File: config.mk
export PLATFORM = sky130hd
export DESIGN_NAME = bp_me_nonsynth_lce_req_tracker
export DESIGN_NICKNAME = d
export VERILOG_FILES = /design/src/rtl/bp_common_pkg.sv /design/src/rtl/bp_me_nonsynth_pkg.sv /design/src/rtl/bp_me_nonsynth_lce_lat_stats.sv /design/src/rtl/bp_me_nonsynth_lce_req_tracker.sv
export SDC_FILE = /design/constraint.sdc
export NUM_CORES = 1
export LEC_CHECK = 0
export BUFFER_PORTS_ARGS = -buffer_cell sky130_fd_sc_hd__buf_4
export CORE_ASPECT_RATIO = 1.25
export CORE_MARGIN = 1
export CORE_UTILIZATION = 60
export CTS_BUF_LIST = sky130_fd_sc_hd__clkbuf_8 sky130_fd_sc_hd__clkbuf_16
export DETAILED_ROUTE_END_ITERATION = 10
export GPL_ROUTABILITY_DRIVEN = 0
export PLACE_DENSITY = 0.84
export SLEW_MARGIN = 30
export SYNTH_ARGS = -nofsm -noshare
export SYNTH_HDL_FRONTEND = slang
export SYNTH_SLANG_ARGS = --single-unit
File: constraint.sdc
create_clock -name clk_i -period 8.2 [get_ports clk_i]
set_input_delay 2.05 -clock clk_i [delete_from_list [all_inputs] [get_ports clk_i]]
set_output_delay 2.05 -clock clk_i [all_outputs]
set_load 0.1 [all_outputs]
File: src/rtl/bp_common_pkg.sv
// BedRock LCE request and command message-type encodings shared across the memory-end monitors.
package bp_common_pkg;

  typedef enum logic [2:0] {
    e_bedrock_req_rd_miss = 3'b000,
    e_bedrock_req_wr_miss = 3'b001,
    e_bedrock_req_uc_rd   = 3'b010,
    e_bedrock_req_uc_wr   = 3'b011,
    e_bedrock_req_uc_amo  = 3'b100
  } bp_bedrock_req_type_e;

  typedef enum logic [3:0] {
    e_bedrock_cmd_sync       = 4'b0000,
    e_bedrock_cmd_set_clear  = 4'b0001,
    e_bedrock_cmd_inv        = 4'b0010,
    e_bedrock_cmd_st         = 4'b0011,
    e_bedrock_cmd_data       = 4'b0100,
    e_bedrock_cmd_st_wakeup  = 4'b0101,
    e_bedrock_cmd_wb         = 4'b0110,
    e_bedrock_cmd_st_wb      = 4'b0111,
    e_bedrock_cmd_tr         = 4'b1000,
    e_bedrock_cmd_st_tr      = 4'b1001,
    e_bedrock_cmd_st_tr_wb   = 4'b1010,
    e_bedrock_cmd_uc_data    = 4'b1011,
    e_bedrock_cmd_uc_st_done = 4'b1100
  } bp_bedrock_cmd_type_e;

endpackage

File: src/rtl/bp_me_nonsynth_pkg.sv
// Tracker state, completion classes and the request/command matching helpers.
package bp_me_nonsynth_pkg;
  import bp_common_pkg::*;

  typedef enum logic [1:0] {e_idle, e_wait, e_done} tracker_state_e;

  typedef enum logic [1:0] {e_cls_cached, e_cls_uc_load, e_cls_uc_store} cmpl_class_e;

  function automatic cmpl_class_e req_class(input logic [2:0] req_type);
    cmpl_class_e cls;
    case (bp_bedrock_req_type_e'(req_type))
      e_bedrock_req_uc_rd,
      e_bedrock_req_uc_amo: cls = e_cls_uc_load;
      e_bedrock_req_uc_wr:  cls = e_cls_uc_store;
      default:              cls = e_cls_cached;
    endcase
    return cls;
  endfunction

  function automatic logic cmd_completes(input cmpl_class_e cls, input logic [3:0] cmd_type);
    logic hit;
    case (cls)
      e_cls_cached:   hit = (cmd_type == e_bedrock_cmd_data) || (cmd_type == e_bedrock_cmd_st_wakeup);
      e_cls_uc_load:  hit = (cmd_type == e_bedrock_cmd_uc_data);
      e_cls_uc_store: hit = (cmd_type == e_bedrock_cmd_uc_st_done);
      default:        hit = 1'b0;
    endcase
    return hit;
  endfunction

endpackage

File: src/rtl/bp_me_nonsynth_lce_lat_stats.sv
// Running latency statistics: completed count, min, max and a saturating total.
module bp_me_nonsynth_lce_lat_stats #(
  parameter int cnt_width_p = 32
) (
  input  logic                   clk_i,
  input  logic                   reset_i,
  input  logic                   v_i,
  input  logic [cnt_width_p-1:0] latency_i,
  output logic [cnt_width_p-1:0] req_count_o,
  output logic [cnt_width_p-1:0] min_lat_o,
  output logic [cnt_width_p-1:0] max_lat_o,
  output logic [cnt_width_p-1:0] total_lat_o
);

  logic [cnt_width_p:0] sum;
  assign sum = {1'b0, total_lat_o} + {1'b0, latency_i};

  always_ff @(posedge clk_i or negedge reset_i) begin
    if (!reset_i) begin
      req_count_o <= '0;
      min_lat_o   <= '1;
      max_lat_o   <= '0;
      total_lat_o <= '0;
    end else if (v_i) begin
      req_count_o <= req_count_o + 1'b1;
      if (latency_i < min_lat_o) min_lat_o <= latency_i;
      if (latency_i > max_lat_o) max_lat_o <= latency_i;
      total_lat_o <= sum[cnt_width_p] ? '1 : sum[cnt_width_p-1:0];
    end
  end

endmodule

File: src/rtl/bp_me_nonsynth_lce_req_tracker.sv
// Watches one LCE's request/command handshakes and pulses completion with measured latency.
//   state  | meaning
//   e_idle | no request outstanding
//   e_wait | request latched, counting cycles until a matching command
//   e_done | one-cycle completion; stats update here
module bp_me_nonsynth_lce_req_tracker #(
  parameter int lce_id_width_p = 2,
  parameter int paddr_width_p  = 40,
  parameter int block_offset_p = 6,
  parameter int cnt_width_p    = 32,
  parameter int timeout_p      = 16384
) (
  input  logic                      clk_i,
  input  logic                      reset_i,
  input  logic [lce_id_width_p-1:0] lce_id_i,
  input  logic                      req_v_i,
  input  logic                      req_ready_and_i,
  input  logic [2:0]                req_msg_type_i,
  input  logic [paddr_width_p-1:0]  req_addr_i,
  input  logic                      cmd_v_i,
  input  logic                      cmd_ready_and_i,
  input  logic [3:0]                cmd_msg_type_i,
  input  logic [paddr_width_p-1:0]  cmd_addr_i,
  input  logic [lce_id_width_p-1:0] cmd_dst_id_i,
  output logic                      cache_req_complete_o,
  output logic                      uc_store_req_complete_o,
  output logic [cnt_width_p-1:0]    latency_o,
  output logic                      busy_o,
  output logic [cnt_width_p-1:0]    req_count_o,
  output logic [cnt_width_p-1:0]    min_lat_o,
  output logic [cnt_width_p-1:0]    max_lat_o,
  output logic [cnt_width_p-1:0]    total_lat_o,
  output logic                      error_o,
  output logic                      timeout_o
);
  import bp_me_nonsynth_pkg::*;

  localparam logic [cnt_width_p-1:0] timeout_lp = cnt_width_p'(timeout_p);

  tracker_state_e             state;
  cmpl_class_e                cls;
  logic [paddr_width_p-1:0]   addr_r;
  logic [cnt_width_p-1:0]     cnt;

  logic req_fire, cmd_fire, addr_match, completes;

  assign req_fire = req_v_i & req_ready_and_i;
  assign cmd_fire = cmd_v_i & cmd_ready_and_i & (cmd_dst_id_i == lce_id_i);

  // cached requests are satisfied by any fill of the same block
  assign addr_match = (cls == e_cls_cached)
                    ? (cmd_addr_i[paddr_width_p-1:block_offset_p] == addr_r[paddr_width_p-1:block_offset_p])
                    : (cmd_addr_i == addr_r);
  assign completes  = cmd_fire & addr_match & cmd_completes(cls, cmd_msg_type_i);

  assign busy_o = (state != e_idle);

  always_ff @(posedge clk_i or negedge reset_i) begin
    if (!reset_i) begin
      state                   <= e_idle;
      cls                     <= e_cls_cached;
      addr_r                  <= '0;
      cnt                     <= '0;
      latency_o               <= '0;
      cache_req_complete_o    <= 1'b0;
      uc_store_req_complete_o <= 1'b0;
      error_o                 <= 1'b0;
      timeout_o               <= 1'b0;
    end else begin
      cache_req_complete_o    <= 1'b0;
      uc_store_req_complete_o <= 1'b0;
      if (req_fire && (state != e_idle)) error_o <= 1'b1;
      case (state)
        e_idle: begin
          if (req_fire) begin
            cls    <= req_class(req_msg_type_i);
            addr_r <= req_addr_i;
            cnt    <= cnt_width_p'(1);
            state  <= e_wait;
          end
        end
        e_wait: begin
          if (cnt != '1) cnt <= cnt + 1'b1;
          if (cnt == timeout_lp) timeout_o <= 1'b1;
          if (completes) begin
            latency_o               <= cnt;
            state                   <= e_done;
            cache_req_complete_o    <= 1'b1;
            uc_store_req_complete_o <= (cls == e_cls_uc_store);
          end
        end
        e_done:  state <= e_idle;
        default: state <= e_idle;
      endcase
    end
  end

  bp_me_nonsynth_lce_lat_stats #(.cnt_width_p(cnt_width_p)) stats (
    .clk_i       (clk_i),
    .reset_i     (reset_i),
    .v_i         (state == e_done),
    .latency_i   (latency_o),
    .req_count_o (req_count_o),
    .min_lat_o   (min_lat_o),
    .max_lat_o   (max_lat_o),
    .total_lat_o (total_lat_o)
  );

endmodule

Word level (Yosys, flattened, before mapping)
Cells that the tools add are included.
{"block": "op_classes", "addsub": 3, "order_cmp": 2, "eq_ne": 19, "n_mux": 14, "bitwise": 5, "reduce_logical": 14}
{"operator": "$mux W32", "count": 3}
{"operator": "$add A32 B1 Y32 const B", "count": 2}
{"operator": "$pmux W32 S2", "count": 1}
{"operator": "$eq A40 B40 Y1", "count": 1}
{"operator": "$eq A34 B34 Y1", "count": 1}
{"operator": "$add A32 B32 Y33", "count": 1}
{"operator": "$eq A32 B15 Y1 const B", "count": 1}
{"operator": "$gt A32 B32 Y1", "count": 1}
{"operator": "$lt A32 B32 Y1", "count": 1}
{"operator": "$ne A32 B32 Y1 const B", "count": 1}
{"operator": "$reduce_and A2 Y1", "count": 6}
{"operator": "$eq A4 B3 Y1 const B", "count": 2}
{"operator": "$eq A4 B4 Y1 const B", "count": 2}
{"operator": "$pmux W2 S2", "count": 2}
{"operator": "$eq A3 B2 Y1 const B", "count": 2}
{"operator": "$ne A2 B2 Y1 const B", "count": 3}
{"operator": "$and A1 B1 Y1", "count": 5}
{"operator": "$mux W1", "count": 5}
{"operator": "$eq A2 B1 Y1 const B", "count": 2}
{"operator": "$eq A2 B2 Y1 const B", "count": 2}
{"operator": "$logic_not A2 Y1", "count": 2}
{"operator": "$mux W2", "count": 2}
{"operator": "$reduce_bool A2 Y1", "count": 2}
{"operator": "$eq A3 B3 Y1 const B", "count": 1}
{"operator": "6 further kinds", "count": 6}
{"block": "word_totals", "reg_bits": 240, "inputBits": 97}

Longest topological paths before layout
Gate-level depths: netlist of run 1.
{"block": "logic_depth", "depth_word": 6, "mapped_depth": 11}

Cells and area by module
Synthesis of run 1 repeated with hierarchy kept, for this count alone.
{"block": "hier_totals", "cells_unflattened": 1339, "hier_area_um2": 13693.1}
{"module": "bp_me_nonsynth_lce_lat_stats", "n_inst": 1, "cells_per_inst": 763, "area_each_um2": 8107.8}
{"module": "bp_me_nonsynth_lce_req_tracker", "n_inst": 1, "cells_per_inst": 576, "area_each_um2": 5585.4}

Worst setup path before layout of run 1
OpenSTA, ideal clock, no wires.
{"block": "synth_timing", "kind": "in2reg", "startpoint": "in cmd_addr_i[27]", "endpoint": "reg latency_o[15]", "setup_ns": 0.122, "t_arrival_ns": 3.644, "path_slack_ns": 4.433, "path_stages": 10, "path_buffers": 2, "cell_sequence": "xnor2_1 -> nand4_1 -> nor4_1 -> o21ai_0 -> nor4_1 -> nand2b_1 -> clkbuf_1 -> clkbuf_1 -> nand2_1 -> nand2_1"}
{"block": "synth_between", "elab_chain_cells": 5, "word_cells_on_any_way": 6, "cone_classes": "eq/ne (2); mux (1); bitwise (2); reduce/logical (1)"}
{"item": "start, declared", "line_no": "bp_me_nonsynth_lce_req_tracker.sv:23", "rtl": "input logic [paddr_width_p-1:0] cmd_addr_i,"}
{"item": "$eq A40 B40 Y1 or $eq A34 B34 Y1 (tied branches)", "line_no": "bp_me_nonsynth_lce_req_tracker.sv:53, bp_me_nonsynth_lce_req_tracker.sv:52"}
{"item": "$mux W1 *", "line_no": "bp_me_nonsynth_lce_req_tracker.sv:52", "rtl": "? (cmd_addr_i[paddr_width_p-1:block_offset_p] == addr_r[paddr_width_p-1:block_offset_p])"}
{"item": "$and A1 B1 Y1 * (2 in a row)", "line_no": "bp_me_nonsynth_lce_req_tracker.sv:54", "rtl": "assign completes = cmd_fire & addr_match & cmd_completes(cls, cmd_msg_type_i);"}
{"item": "$reduce_and A2 Y1 (no source line) *"}
{"item": "end signal, assigned", "line_no": "bp_me_nonsynth_lce_req_tracker.sv:86", "rtl": "latency_o <= cnt;"}
{"item": "end, declared", "line_no": "bp_me_nonsynth_lce_req_tracker.sv:27", "rtl": "output logic [cnt_width_p-1:0] latency_o,"}
Mark *: on every way between the ends. The rest lies on a longest branch, timed or not.
A chain may end at the register's enable or synchronous reset.

Worst setup path in the final report of run 1
{"block": "layout_timing", "startpoint": "in cmd_addr_i[9]", "endpoint": "reg latency_o[18]"}
The elaborated chain is that of the path after synthesis.

==> results of run 1 <==
-- per-layer routing --
metal / part of all wire [%] / track usage [%] / routed length [um]
met1: 39 / 37.3 / 13500
met2: 50 / 52.8 / 17300
met3: 6.9 / 6.05 / 2360
met4: 3.5 / 12.8 / 1200
met5: 0 / 0 / 0
-- final timing paths --
kind                                              end                   from  slack (ns)  cells past startpoint
max in group asynchronous         stats.max_lat_o[10]                reset_i        5.50                      2
worst min register to register  stats.req_count_o[30]  stats.req_count_o[30]        0.49                      1
min in group asynchronous       stats.total_lat_o[26]                reset_i        1.52                      1
worst min-delay path            stats.req_count_o[30]  stats.req_count_o[30]        0.49                      1
worst max-delay path                    latency_o[18]          cmd_addr_i[9]        4.35                      9
worst max register to register   stats.total_lat_o[0]           latency_o[0]        4.65                     10
-- sequential cells by signal (all words and copies together), names as in the netlist --
name,count
state,2
stats.req_count_o,32
error_o,1
timeout_o,1
cache_req_complete_o,1
latency_o,32
cnt,32
uc_store_req_complete_o,1
stats.min_lat_o,32
stats.max_lat_o,32
cls,2
addr_r,40
stats.total_lat_o,32
-- stage by stage --
| stage | util, % | std cells | power (W) | hold WS [ns] | area, um2 |
|---|---|---|---|---|---|
| 2_1_floorplan | - | 1347 | 0.00124 | 0.466 | 13300 |
| 3_3_place_gp | 71.8 | 1858 | 0.00131 | 0.462 | 15500 |
| 3_5_place_dp | 71.8 | 1858 | 0.00131 | 0.483 | 15500 |
| 4_1_cts | 75.8 | 1903 | 0.00250 | 0.493 | 16400 |
| 5_1_grt | 75.9 | 1903 | 0.00256 | 0.515 | 16400 |
| 6_report | 75.9 | 1903 | 0.00249 | 0.492 | 16400 |
-- layout by cell type, fill, tap and decap left out, types with 4 or more instances in the layout --
cell type	synthesis	final
clkbuf_8	0	8
or2_2	4	4
a21o_1	34	34
xnor2_1	57	57
inv_1	80	83
and3_1	12	12
mux2_2	60	60
xor2_1	71	71
nand2b_1	7	7
dfstp_2	32	32
o22a_1	30	30
nor4_1	21	21
nand4_1	36	36
buf_4	0	267
a21oi_1	47	47
nor2b_1	5	4
o211ai_1	6	6
nand2_1	256	256
clkinv_2	0	5
o21ai_0	36	36
nand3_1	30	30
mux2_1	4	4
nor2_1	68	67
a31oi_1	7	7
nor3_1	19	19
ha_1	101	101
and2_1	6	6
o21a_1	6	6
or3_1	6	6
clkbuf_16	0	25
dfrtp_1	208	208
and4_1	7	7
-- area by class of cell --
cell class | count | area [um2] | share of cell area, %
clock inverter | 12 | 143 | 0.869
multi-input combinational | 989 | 6790 | 41.4
inverter | 80 | 300 | 1.83
clock buffer | 33 | 736 | 4.48
sequential | 240 | 6050 | 36.9
tap | 279 | 349 | 2.13
timing repair buffer | 270 | 2040 | 12.4
-- cells in the mapped netlist, drive strengths merged, types with 3 or more instances --
master,number
nand2,256
dfrtp,208
ha,101
inv,80
xor2,71
nor2,68
mux2,64
xnor2,57
a21oi,48
o21ai,38
nand4,36
a21o,35
dfstp,32
o22a,31
nand3,30
clkbuf,26
nor4,21
nor3,20
and3,14
buf,12
and4,8
a31oi,7
and2,7
nand2b,7
o211ai,6
o21a,6
or3,6
nor2b,5
or2,4
a211oi,3
a41oi,3
nor4bb,3
o31ai,3
-- logic make-up after synthesis --
group / synth area share (%)
XOR/XNOR: 8.43
AND/OR/NAND/NOR: 16.9
multiplexers: 5.42
flip-flops: 45.4
AO/OA/AOI/OAI: 10.6
adder cells (fa/ha/maj): 9.65
buffers and inverters: 3.62
-- power by group through the flow --
stage | Combinational, W | Clock [W] | Sequential (W)
2_1_floorplan | 0.0000242 | 0 | 0.00122
3_3_place_gp | 0.0000894 | 0 | 0.00122
3_5_place_dp | 0.0000919 | 0 | 0.00122
4_1_cts | 0.0000923 | 0.00121 | 0.00120
5_1_grt | 0.000102 | 0.00126 | 0.00120
6_report | 0.0000905 | 0.00120 | 0.00120
==> flow_metrics.tcl, run 1 <==
set metrics [dict create \
    drt_iter0_drc 715 \
    fin_tns_setup_ns 0 \
    outcome "completed" \
    ioPinCount 262 \
    track_usage_pct 30.6 \
    antenna_found_initial 1 \
    pwr-share-seq_pct 48.3 \
    syn2layout_area_growth_pct 23.3 \
    critPathKind "in -> reg" \
    drtPass1Iterations 5 \
    final_hold_viol_count 0 \
    cts_hold_buffers 0 \
    grt_pass1_wl_um 55600 \
    clockBufferDepth 3 \
    hold_path_class "reg -> reg" \
    overflow 0 \
    worstPathArrival_ns 4.30 \
    worst_pin_slew_ns 0.831 \
    p_sw_share_pct 21.1 \
    critPathTopFamily "simple AND/OR/NAND/NOR gates" \
    syn_nets 1546 \
    layout_setup_ws_ns 4.35 \
    rsz0062_at_grt "false" \
    grt_max_degree 92 \
    postCtsResizedCells 0 \
    hpwl_um 24800 \
    antenna_cells 0 \
    slew_violations 0 \
    yosysTopAreaCellShare_pct 39.1 \
    setup_viol 0 \
    p_int_w 0.00196 \
    synthTopCellsByArea "dfrtp_1 (39%), ha_1 (9.5%), nand2_1 (7.2%)" \
    die_area_um2 22800 \
    synth_area_per_cell_um2 9.88 \
    die_h_um 169 \
    post_cts_buffers 0 \
    end_kind "flip-flop" \
    clkTransAtPathRegs_ns 0.06 \
    cts_sinks 240 \
    synthArstFlopShare_pct 100 \
    cts_max_level 1 \
    period_share_pct 47.0 \
    dominantRegCellSynth "dfrtp_1" \
    cts_buffers 25 \
    drt-wirelength-per-cell_um 18.1 \
    synth_top_area_cell "dfrtp_1" \
    worstSkewPairLatency_ns 0.52 \
    ir_worst_vdd_mv 0.147 \
    grt_pass1_vias 11200 \
    synth_warnings 0 \
    critPathLaunchType "primary input" \
    drive_gt1_share_pct 25.9 \
    routed_wl_um 34400 \
    p_per_area_nw_per_um2 152 \
    die_w_um 135 \
    initial_core_util_pct 61.5 \
    vias 11100 \
    seq_area_frac_synth_pct 45.4 \
    via_per_inst 5.81 \
    pwr-share-clk_pct 48.1 \
    fill_cells 1438 \
    root_buffer "clkbuf_16" \
    postRouteAntennaNets 0 \
    cp_max_fo 27 \
    synth_edf_count 0 \
    p_comb_share_pct 3.6 \
    syn_area_um2 13300 \
    max_freq_mhz 260 \
    drc_errors 0 \
    slowest_stage "nor4_1" \
    skew_ns 0.0145 \
    netSwitchingPower_w 0.000526 \
    crit_buf_inv 2 \
    slowest_delay_ns 0.62 \
    io_buffers 261 \
    pre_cts_slack_ns 3.77 \
    fin_nets 1805 \
    syn_inst 1347 \
    cts_tree "yes" \
    core_area_um2 21600 \
    max_slew_margin_pct 44.4 \
    required_ns 8.65 \
    path_cells "buf_4 -> xor2_1 -> nor4_1 -> nand4_1 -> or3_1 -> nor3_2 -> buf_4 -> nand2_1 -> nand2_1" \
    synth.distinct_cells 69 \
    synth.ff_latch_count 240 \
    drv_cap 0 \
    row_count 60 \
    post-route-min-period_ns 3.85 \
    p_leak_nw 8.58 \
]
No activity file was read; power rests on OpenSTA's default activity.
==> inputs of run 2 (changes only) <==
--- a/config.mk
+++ b/config.mk
@@ -8,11 +8,11 @@
 export BUFFER_PORTS_ARGS = -buffer_cell sky130_fd_sc_hd__buf_4
 export CORE_ASPECT_RATIO = 1.25
 export CORE_MARGIN = 1
-export CORE_UTILIZATION = 60
+export CORE_UTILIZATION = 51
 export CTS_BUF_LIST = sky130_fd_sc_hd__clkbuf_8 sky130_fd_sc_hd__clkbuf_16
 export DETAILED_ROUTE_END_ITERATION = 10
 export GPL_ROUTABILITY_DRIVEN = 0
-export PLACE_DENSITY = 0.84
+export PLACE_DENSITY = 0.76
 export SLEW_MARGIN = 30
 export SYNTH_ARGS = -nofsm -noshare
 export SYNTH_HDL_FRONTEND = slang
==> constraint.sdc (replaced) <==
create_clock -name clk_i -period 3.28 [get_ports clk_i]
set_input_delay 0.82 -clock clk_i [delete_from_list [all_inputs] [get_ports clk_i]]
set_output_delay 0.82 -clock clk_i [all_outputs]
set_load 0.1 [all_outputs]
==> flow_metrics.tcl, run 2 (synthesized netlist as in run 1, its figures left out) <==
set metrics [dict create \
    outcome "completed" \
    final_common_cell "buf_4" \
    crit-reg2reg-launch "latency_o[0]" \
    postRouteAntennaNets 0 \
    p_per_area_nw_per_um2 373 \
    max_freq_mhz 312 \
    drv_cap 0 \
    ioPinCount 262 \
    ff_latch_area_um2 6060 \
    io_buffers 261 \
    post-route-min-period_ns 3.20 \
    max_slew_margin_pct 42.3 \
    drive_gt1_share_pct 28.0 \
    hpwl_um 26000 \
    vias 11100 \
    multi_input_area_um2 6830 \
    period_share_pct 97.7 \
    cts_tree "yes" \
    initial_core_util_pct 52.3 \
    row_count 65 \
    hold_ws_ns 0.201 \
    rr_worst_depth 10 \
    clkTransAtPathRegs_ns 0.06 \
    overflow 0 \
    drt-wirelength-per-cell_um 17.7 \
    slew_violations 0 \
    r2r_end "stats.total_lat_o[12]" \
    cts_max_level 1 \
    endpoint "stats.total_lat_o[12]" \
    grt_pass1_vias 11300 \
    antenna_found_initial 0 \
    drt_iter0_drc 721 \
    clockBufferDepth 3 \
    cp_max_fo 15 \
    top_register "addr_r" \
    worst_pin_slew_ns 0.863 \
    grt_max_degree 69 \
    end_kind "flip-flop" \
    antenna_cells 0 \
    layout_setup_ws_ns 0.0755 \
    worstPathArrival_ns 3.61 \
    fill_cells 1972 \
    skew_ns 0.00977 \
    critPathLaunchType "flip-flop" \
    cts_sinks 240 \
    drc_errors 0 \
    routed_wl_um 35300 \
    utilization_pct 66.0 \
    die_h_um 183 \
    cts_buffers 25 \
    core_area_um2 25500 \
    pre_cts_slack_ns 0.0959 \
    hold_path_class "in -> async" \
    cts_hold_buffers 0 \
    root_buffer "clkbuf_16" \
    layout_common_cells "buf_4 (295), nand2_1 (256), dfrtp_1 (195), ha_1 (101), inv_1 (86)" \
    reg2reg_slack_ns 0.08 \
    required_ns 3.69 \
    critPathKind "reg -> reg" \
    final_hold_viol_count 0 \
    grt_pass1_wl_um 56900 \
    p_leak_nw 8.75 \
    track_usage_pct 26.3 \
    ir_worst_vdd_mv 0.333 \
    worstSkewPairLatency_ns 0.52 \
    cp-startpoint "latency_o[0]" \
    via_per_inst 5.60 \
    setup_viol 0 \
    die_area_um2 26700 \
    syn2layout_area_growth_pct 26.3 \
    drtPass1Iterations 7 \
    die_w_um 146 \
    fin_nets 1837 \
    largest_register_ffs 40 \
]
-- run 2: cell count changes in the layout (fill, tap and decap cells not counted), moves of 2 or more --
cell,change
a21o_4,+2
buf_12,+4
buf_4,+28
buf_6,-2
clkinv_2,-3
dfrtp_1,-13
dfrtp_2,+13
inv_1,+3
-- run 2: area by class of cell --
cell class / instances / area share [%]
repair buffers: 300 / 13.7
clock buffers: 32 / 4.30
clock inverters: 13 / 0.961
multi-input cells: 991 / 40.6
flip-flops and latches: 240 / 36.1
well taps: 335 / 2.49
inverters: 80 / 1.79
-- run 2: worst min path at each step --
stage                          start               endpoint  slack [ns]  cells after the start
2_1_floorplan              addr_r[0]              addr_r[0]        0.47                      2
3_3_place_gp   stats.req_count_o[31]  stats.req_count_o[31]        0.47                      1
3_5_place_dp                 error_o                error_o        0.46                      1
4_1_cts                      reset_i  stats.total_lat_o[25]        0.20                      1
5_1_grt                      reset_i  stats.total_lat_o[26]        0.21                      1
6_report                     reset_i  stats.total_lat_o[25]        0.20                      1
-- run 2: timing repair --
| action | in CTS | in global routing |
|---|---|---|
| hold endpoints to repair | 0 | 0 |
| resized for setup | 0 | 4 |
| setup endpoints to repair | 0 | 32 |
| setup buffers | 0 | 1 |
-- run 2: report_power, final --
part | total, W | internal, W | switching (W)
combinational | 0.000231 | 0.000117 | 0.000115
sequential | 0.00300 | 0.00299 | 0.0000170
clock | 0.00303 | 0.00185 | 0.00117
total | 0.00626 | 0.00496 | 0.00131
-- run 2: through the flow --
stage	setup TNS (ns)	instance area (um2)	total power [W]	instances
2_1_floorplan	0	13300	0.00311	1347
3_3_place_gp	0	15900	0.00329	1943
3_5_place_dp	0	15900	0.00329	1943
4_1_cts	0	16800	0.00632	1988
5_1_grt	-0.0146	16800	0.00647	1991
6_report	0	16800	0.00626	1991
-- run 2: critical path: stages (launching register included) --
cell and delay (ns):
dfrtp_2 0.40, ha_1 0.25, fa_1 0.45, a211oi_2 0.27, o211a_1 0.21, o2bb2ai_1 0.14
a21oi_2 0.23, a22oi_2 0.09, a2111o_1 0.51, a21o_4 0.32, o22a_1 0.20
-- run 2: routing by layer --
metal / wire, um / up-vias / track usage [%]
met5: 0 / - / 0
met2: 17700 / 378 / 46.6
met4: 1040 / 0 / 8.33
met1: 14200 / 5425 / 32.6
li1: - / 5262 / -
met3: 2350 / 77 / 4.60
==> inputs of run 3 (changes only) <==
--- a/config.mk
+++ b/config.mk
@@ -6,13 +6,13 @@
 export NUM_CORES = 1
 export LEC_CHECK = 0
 export BUFFER_PORTS_ARGS = -buffer_cell sky130_fd_sc_hd__buf_4
-export CORE_ASPECT_RATIO = 1.25
+export CORE_ASPECT_RATIO = 0.9
 export CORE_MARGIN = 1
 export CORE_UTILIZATION = 51
-export CTS_BUF_LIST = sky130_fd_sc_hd__clkbuf_8 sky130_fd_sc_hd__clkbuf_16
 export DETAILED_ROUTE_END_ITERATION = 10
 export GPL_ROUTABILITY_DRIVEN = 0
 export PLACE_DENSITY = 0.76
+export RECOVER_POWER = 25
 export SLEW_MARGIN = 30
 export SYNTH_ARGS = -nofsm -noshare
 export SYNTH_HDL_FRONTEND = slang
==> flow_metrics.tcl, run 3 (synthesized netlist as in run 1, its figures left out) <==
set metrics [dict create \
    die_w_um 172 \
    vias 11200 \
    post_cts_buffers 0 \
    p_per_area_nw_per_um2 387 \
    crit-reg2reg-launch "latency_o[0]" \
    place_inst 1943 \
    r2r_end "stats.total_lat_o[15]" \
    p_sw_share_pct 21.0 \
    die_area_um2 26700 \
    setup_viol 0 \
    cp_max_fo 16 \
    die_h_um 155 \
    path_cells "ha_1 -> fa_2 -> a211oi_2 -> o211a_1 -> o2bb2ai_1 -> a21oi_2 -> a22oi_2 -> a2111o_1 -> a21o_4 -> o22a_2" \
    cts_buffers 27 \
    crit_buf_inv 0 \
    drtPass1Iterations 5 \
    cts_max_level 1 \
    critPathLaunchType "flip-flop" \
    slowest_delay_ns 0.50 \
    p_int_w 0.00514 \
    slew_violations 72 \
    ir_worst_vdd_mv 0.341 \
    fin_nets 1830 \
    grt_pass1_wl_um 56400 \
    antenna_cells 0 \
    cts_tree "yes" \
    hold_path_class "in -> reg" \
    netSwitchingPower_w 0.00137 \
    critPathKind "reg -> reg" \
    drv_cap 1 \
    ioPinCount 262 \
    rsz0062_at_grt "false" \
    hpwl_um 26800 \
    syn2layout_area_growth_pct 26.3 \
    cts_sinks 240 \
    pwr-share-seq_pct 46.1 \
    reg2reg_slack_ns 0.14 \
    skew_ns 0.00829 \
    slowest_stage "a2111o_1" \
    io_buffers 261 \
    fin_cells 1994 \
    core_area_um2 25400 \
    outcome "finished with violations" \
    track_usage_pct 26.8 \
    initial_core_util_pct 52.4 \
    layout_common_cells "buf_4 (285), nand2_1 (256), dfrtp_1 (195), ha_1 (101), inv_1 (80)" \
    clockBufferDepth 3 \
    grt_pass1_vias 10900 \
    rr_worst_depth 10 \
    pwr-share-clk_pct 50.4 \
    via_per_inst 5.60 \
    utilization_pct 66.2 \
    cp_num_cells 10 \
    placed_cell_area_um2 15800 \
    p_leak_nw 8.71 \
    p_comb_share_pct 3.5 \
    routed_wl_um 36100 \
    drc_errors 0 \
    max_freq_mhz 318 \
    final_common_cell "buf_4" \
    grt_max_degree 72 \
    failed_checks "capacitance limit, slew limit" \
    drt_iter0_drc 953 \
    cp-startpoint "latency_o[0]" \
    postRouteAntennaNets 0 \
    final_hold_viol_count 0 \
    hold_ws_ns 0.473 \
    stdcell_area_um2 16800 \
    fill_cells 2017 \
    critPathTopFamily "compound AO/OA/AOI/OAI gates" \
    overflow 0 \
    clkTransAtPathRegs_ns 0.06 \
    worstPathArrival_ns 3.56 \
    max_slew_margin_pct -25.6 \
    row_count 55 \
    drive_gt1_share_pct 27.8 \
    endpoint "stats.total_lat_o[15]" \
    period_share_pct 95.8 \
    worstSkewPairLatency_ns 0.53 \
    end_kind "flip-flop" \
    root_buffer "clkbuf_16" \
    antenna_found_initial 0 \
    top_register "addr_r" \
    drt-wirelength-per-cell_um 18.1 \
    worst_pin_slew_ns 1.88 \
    largest_register_ffs 40 \
    post-route-min-period_ns 3.14 \
    required_ns 3.70 \
    fin_tns_setup_ns 0 \
]
run 3: worst min path at each step:
stage / startpoint / endpoint / slack, ns / cells past startpoint
after floorplan: addr_r[0] / addr_r[0] / 0.47 / 2
after global routing: req_msg_type_i[0] / cls[0] / 0.46 / 2
after CTS: reset_i / stats.total_lat_o[24] / 0.26 / 1
after detailed placement: stats.req_count_o[31] / stats.req_count_o[31] / 0.47 / 1
final: req_addr_i[35] / addr_r[35] / 0.47 / 3
after global placement: stats.req_count_o[31] / stats.req_count_o[31] / 0.47 / 1
run 3: cell type report:
type	count	area [um2]	share of cell area, %
Timing Repair Buffer	292	2220	13.2
Sequential cell	240	6060	36.1
Tap cell	342	428	2.55
Multi-Input combinational cell	990	6820	40.6
Clock inverter	11	194	1.15
Clock buffer	39	781	4.65
Inverter	80	300	1.79
run 3: worst min-delay path, delay by kind of cell:
| kind | cells | cell delay [ns] |
|---|---|---|
| buffers and inverters | 1 | 0.07 |
| and+or+nand+nor | 2 | 0.08 |
run 3: repair_timing:
| action | 4_1_cts | 5_1_grt |
|---|---|---|
| endpoints found under the setup margin | 0 | 31 |
| endpoints found under the hold margin | 0 | 0 |
| hold buffers | 0 | 0 |
| resized for setup | 0 | 3 |
run 3: per-layer routing:
layer	wire length [um]	track usage, %	vias up
met1	15500	36.4	5492
met5	0	0	-
met4	1130	8.77	0
li1	-	-	5244
met2	17300	44.4	348
met3	2150	3.59	74
run 3: stage by stage:
step / power (W) / setup slack [ns]
5_1_grt: 0.00671 / 0.0459
6_report: 0.00651 / 0.137
3_5_place_dp: 0.00329 / 0.0746
3_3_place_gp: 0.00328 / 0.145
2_1_floorplan: 0.00311 / 0.000122
4_1_cts: 0.00656 / 0.0509
run 3: power by group through the flow:
stage / Clock, W / Combinational [W] / Sequential (W)
6_report: 0.00328 / 0.000228 / 0.00300
5_1_grt: 0.00345 / 0.000256 / 0.00300
4_1_cts: 0.00332 / 0.000239 / 0.00300
3_5_place_dp: 0 / 0.000238 / 0.00305
3_3_place_gp: 0 / 0.000231 / 0.00305
2_1_floorplan: 0 / 0.0000604 / 0.00305
